[src/rtl/pipeline_register.sv]
// pipeline_register: P_STAGES-deep register pipeline with valid/ready flow control.
//
// Beats enter at stage 0 and move one stage towards the output per enabled edge.
// A stage is loaded whenever it is empty or its successor is being loaded, so
// interior bubbles collapse under backpressure and a full pipeline streams one
// beat per cycle when I_READY is held high.
//
// Ports:
//   I_CLK     rising-edge clock
//   I_NRESET  asynchronous active-low reset (clears all valid and data state)
//   I_ENABLE  global enable; low freezes the pipeline and blocks both handshakes
//   I_FLUSH   synchronous flush; empties every stage on the next edge
//   I_VALID   upstream beat valid
//   O_READY   block accepts a beat this cycle
//   I_DATA    upstream beat data
//   O_VALID   downstream beat valid
//   I_READY   downstream accepts a beat
//   O_DATA    downstream beat data (output stage contents, shown even when invalid)
//   O_COUNT   number of occupied stages
module pipeline_register #(
  parameter int unsigned P_WIDTH  = 16,
  parameter int unsigned P_STAGES = 2
) (
  input  logic                            I_CLK,
  input  logic                            I_NRESET,
  input  logic                            I_ENABLE,
  input  logic                            I_FLUSH,
  input  logic                            I_VALID,
  output logic                            O_READY,
  input  logic [P_WIDTH-1:0]              I_DATA,
  output logic                            O_VALID,
  input  logic                            I_READY,
  output logic [P_WIDTH-1:0]              O_DATA,
  output logic [$clog2(P_STAGES+1)-1:0]   O_COUNT
);

  localparam int unsigned CountW = $clog2(P_STAGES + 1);
  localparam int          NumSt  = int'(P_STAGES);

  logic [P_STAGES-1:0] valid_q, valid_d;
  logic [P_WIDTH-1:0]  data_q [P_STAGES];
  logic [P_WIDTH-1:0]  data_d [P_STAGES];

  // stage_ready[k]: stage k may be overwritten this cycle. Index P_STAGES is the
  // downstream consumer.
  logic [P_STAGES:0]   stage_ready;
  logic [CountW-1:0]   count;

  // Readiness ripples from the output side back to the input side.
  always_comb begin
    logic [P_STAGES:0] rdy;
    rdy           = '0;
    rdy[P_STAGES] = I_READY;
    for (int k = NumSt - 1; k >= 0; k--) begin
      rdy[k] = ~valid_q[k] | rdy[k+1];
    end
    stage_ready = rdy;
  end

  always_comb begin
    valid_d = valid_q;
    data_d  = data_q;
    if (I_FLUSH) begin
      // Flush wins over enable; data contents are left as they are.
      valid_d = '0;
    end else if (I_ENABLE) begin
      for (int k = 1; k < NumSt; k++) begin
        if (stage_ready[k]) begin
          valid_d[k] = valid_q[k-1];
          // Data only moves with a real beat; a bubble leaves stale data behind.
          if (valid_q[k-1]) begin
            data_d[k] = data_q[k-1];
          end
        end
      end
      if (stage_ready[0]) begin
        valid_d[0] = I_VALID;
        if (I_VALID) begin
          data_d[0] = I_DATA;
        end
      end
    end
  end

  always_ff @(posedge I_CLK or negedge I_NRESET) begin
    if (!I_NRESET) begin
      valid_q <= '0;
      data_q  <= '{default: '0};
    end else begin
      valid_q <= valid_d;
      data_q  <= data_d;
    end
  end

  always_comb begin
    count = '0;
    for (int k = 0; k < NumSt; k++) begin
      count = count + CountW'(valid_q[k]);
    end
  end

  assign O_READY = stage_ready[0] & I_ENABLE & ~I_FLUSH;
  assign O_VALID = valid_q[P_STAGES-1] & I_ENABLE;
  assign O_DATA  = data_q[P_STAGES-1];
  assign O_COUNT = count;

endmodule
[config.mk]
export PLATFORM = sky130hd
export DESIGN_NAME = pipeline_register
export DESIGN_NICKNAME = d
export VERILOG_FILES = /design/src/rtl/pipeline_register.sv
export SDC_FILE = /design/constraint.sdc
export NUM_CORES = 1
export LEC_CHECK = 0
export ABC_AREA = 1
export CORE_UTILIZATION = 43
export DETAILED_ROUTE_END_ITERATION = 12
export PLACE_DENSITY = 0.83
export SLEW_MARGIN = 10
export SYNTH_ARGS = -nofsm -noshare
export SYNTH_HDL_FRONTEND = slang
export SYNTH_SLANG_ARGS = --single-unit
[constraint.sdc]
create_clock -name I_CLK -period 1 [get_ports I_CLK]
set_input_delay 0.15 -clock I_CLK [delete_from_list [all_inputs] [get_ports I_CLK]]
set_output_delay 0.15 -clock I_CLK [all_outputs]
set_load 0.005 [all_outputs]
==> results of run 1 <==
## state kept, by name (all words and copies together), names as in the netlist
register,flops
O_DATA,16
data_q,16
valid_q,2
## power breakdown
part / switching [mW] / leakage [nW] / internal, mW / total, mW
Sequential: 0.158 / 0.434 / 1.65 / 1.81
Combinational: 0.463 / 0.783 / 0.576 / 1.04
Clock: 0.481 / 0.0573 / 0.797 / 1.28
## placed cells by master (no fill, tap or decap), types with 6 or more instances in the layout
cell type / n
nand2_1: 48
dfrtp_1: 33
nand4_1: 32
nand2_2: 22
clkdlybuf4s50_1: 20
buf_4: 20
buf_2: 18
buf_6: 11
nand3_4: 7
clkbuf_8: 6
## Yosys cell counts
cell type and count:
nand3_4 3, inv_1 2, nor2_1 1, dfrtp_1 34, ha_1 1, nand2_2 1
buf_4 17, inv_2 1, clkinv_2 2, buf_6 2, buf_2 5, clkbuf_1 1
nand2_1 71, nand3_1 2, nand4_1 32
## worst min-delay path by stage
stage	from	end	slack, ns
after floorplan	I_NRESET	O_DATA[0]	-0.15
after global placement	data_q[16]	data_q[16]	0.45
after detailed placement	O_DATA[2]	O_DATA[2]	0.46
after CTS	I_NRESET	O_DATA[1]	0.23
after global routing	I_NRESET	O_DATA[15]	0.24
final	I_NRESET	O_DATA[0]	0.22
## worst max-delay path: stages, from the launching register on
cell and delay, ns:
dfrtp_2 0.42, buf_6 0.13, nand3_4 0.07, nand2_2 0.05
nor2_1 0.13, buf_2 0.14
## through the flow
step                      cell area [µm²]  TNS (ns)  utilization (%)  setup slack [ns]
after detailed placement             2040    -15.53             59.1            -0.516
after global placement               2040    -14.62             59.1            -0.495
after floorplan                      1610    -0.573                -           -0.0309
after global routing                 2490    -10.17             72.4            -0.402
after CTS                            2270     -8.79             66.1            -0.299
final                                2490     -8.68             72.4            -0.379
## repair_timing
action | CTS | global route
endpoints found under the setup margin | 54 | 38
gates cloned | 3 | 3
pin swaps | 12 | 13
buffers inserted | 15 | 5
gates resized for setup | 91 | 38
## layer usage
layer  part of all wire, %  up-vias  global-route usage (%)  routed length [µm]
met1                    42      719                    26.4                1850
li1                      -      715                       -                   -
met5                     0        -                       0                   0
met4                   3.0        0                    11.3                 130
met2                    51       50                    33.2                2220
met3                   4.2       12                    3.26                 184
## cell families after synthesis
| logic type | share of synthesized area (%) |
|---|---|
| buf+inv | 12.5 |
| simple gates | 33.6 |
| flops | 53.1 |
| fa+ha+maj | 0.781 |
## final cells by class
| class | instances | area share, % |
|---|---|---|
| repair buffers | 78 | 29.4 |
| well taps | 46 | 2.31 |
| inverters | 5 | 1.15 |
| multi-input cells | 115 | 28.5 |
| clock inverters | 1 | 1.20 |
| flip-flops and latches | 34 | 34.2 |
| clock buffers | 6 | 3.31 |
==> metrics, run 1 <==
run status=complete, but fails checks; violated checks=setup timing; I/O pins=42; synthesized area=around 1600 µm²; Max-Cap Viols=0; Tmin final=1.38 ns; Starting DRT DRC Count=73; critical path arrival=roughly 1.2 ns; die area=~4000 µm²; first-pass GRT wire length=slightly above 6000 µm; Worst Path Max Fanout=2; Wirelength per Cell=roughly 15 µm; Worst-Margin Slew=between 0.3 and 0.4 ns; RSZ-0062 raised after global routing=true; PortBufs=41; largest area contributor in the synthesized netlist=dfrtp_1; Inserted Diodes=0; core area=3440 µm²; vias=between 1000 and 1500; Worst Setup SP=valid_q[1]; Slew HR=76.0%; Area Overhead vs Synth=55.6%; Final Power=4.12 mW; Remaining Overflow, GRT=0; Clock Skews=0.00762 ns; CTS sink cnt=34; TritonCTS clock tree=yes; die span in x=63.1 µm; gr usage total=20.6%; layout cell share with drive strength beyond 1=42.3%; DR vias/cell=around 5.2; critical register-to-register path endpoint=data_q[25]; WHS=approximately 0.22 ns; R2R Setup Slk=-0.33 ns; YS warnings=0; total CTS buffers=5; non-filler cells, final=285; DRT Pass-1 Iters=4; Worst Path Required=approximately 0.85 ns; Reg clk slew, reported paths=~0.07 ns; vias in the first global route=1348; post-synthesis sequential area ratio=53.1%; largest cells by area after synthesis=dfrtp_1, nand2_1, nand4_1; P per Cell Area=roughly 1700 nW/µm²; dpl cells=approximately 250; DPL Wire Length=2180 µm; Setup WS post-layout=-0.379 ns; top-area cell type share of the netlist area=53.1%; routed wire length=about 4400 µm; endpoints failing hold=0; Yosys reg bits=34; setup violators final=38; Worst VDD drop=~700 µV; Remaining DRCs=0; CP endpoint kind=primary output; synth unique cells=15; Synth Instances=175; fin. max-slew vios=0; post-synthesis net count=between 150 and 200; worst r2r src=valid_q[1]; Placer Congestion=0.771; maximum clock rate=725 MHz; pin count of the biggest net entering global routing=35; Worst Setup EP=O_READY; part of the cycle the worst path needs=138%; Clk Latency, worst-skew pair=0.29 ns; starting density of the core=46.6%; CP Launch Type=flip-flop; clk buf depth=2; LEAKAGE=1.27 nW; Reg2Reg Depth=7; DRT antenna net count=0; crit path kind=reg -> out; Clock Tree Root=clkbuf_8; HP Class=in -> async; Avg Synthesized Cell Area=9.16 µm²; Nets=roughly 260; htree depth=2; Rows=21; initial antenna violation count=0; area occupied by registers=852 µm²; Die Height=63.1 µm; area of the multi-input gates=711 µm²; # fillers=236; number of hold buffers added after cts=0
No activity file was read; power rests on OpenSTA's default activity.
==> inputs of run 2 (changes only) <==
--- a/config.mk
+++ b/config.mk
@@ -7,6 +7,7 @@
 export LEC_CHECK = 0
 export ABC_AREA = 1
 export CORE_UTILIZATION = 43
+export CTS_CLUSTER_DIAMETER = 30
 export DETAILED_ROUTE_END_ITERATION = 12
 export PLACE_DENSITY = 0.83
 export SLEW_MARGIN = 10
==> results of run 2 <==
No change in the layout: final DEF, timing and power equal those of run 1.
==> inputs of run 3 (changes only) <==
--- a/config.mk
+++ b/config.mk
@@ -9,6 +9,7 @@
 export CORE_UTILIZATION = 43
 export CTS_CLUSTER_DIAMETER = 30
 export DETAILED_ROUTE_END_ITERATION = 12
+export GPL_TIMING_DRIVEN = 1
 export PLACE_DENSITY = 0.83
 export SLEW_MARGIN = 10
 export SYNTH_ARGS = -nofsm -noshare
==> results of run 3 <==
No change in the layout: final DEF, timing and power equal those of run 1.
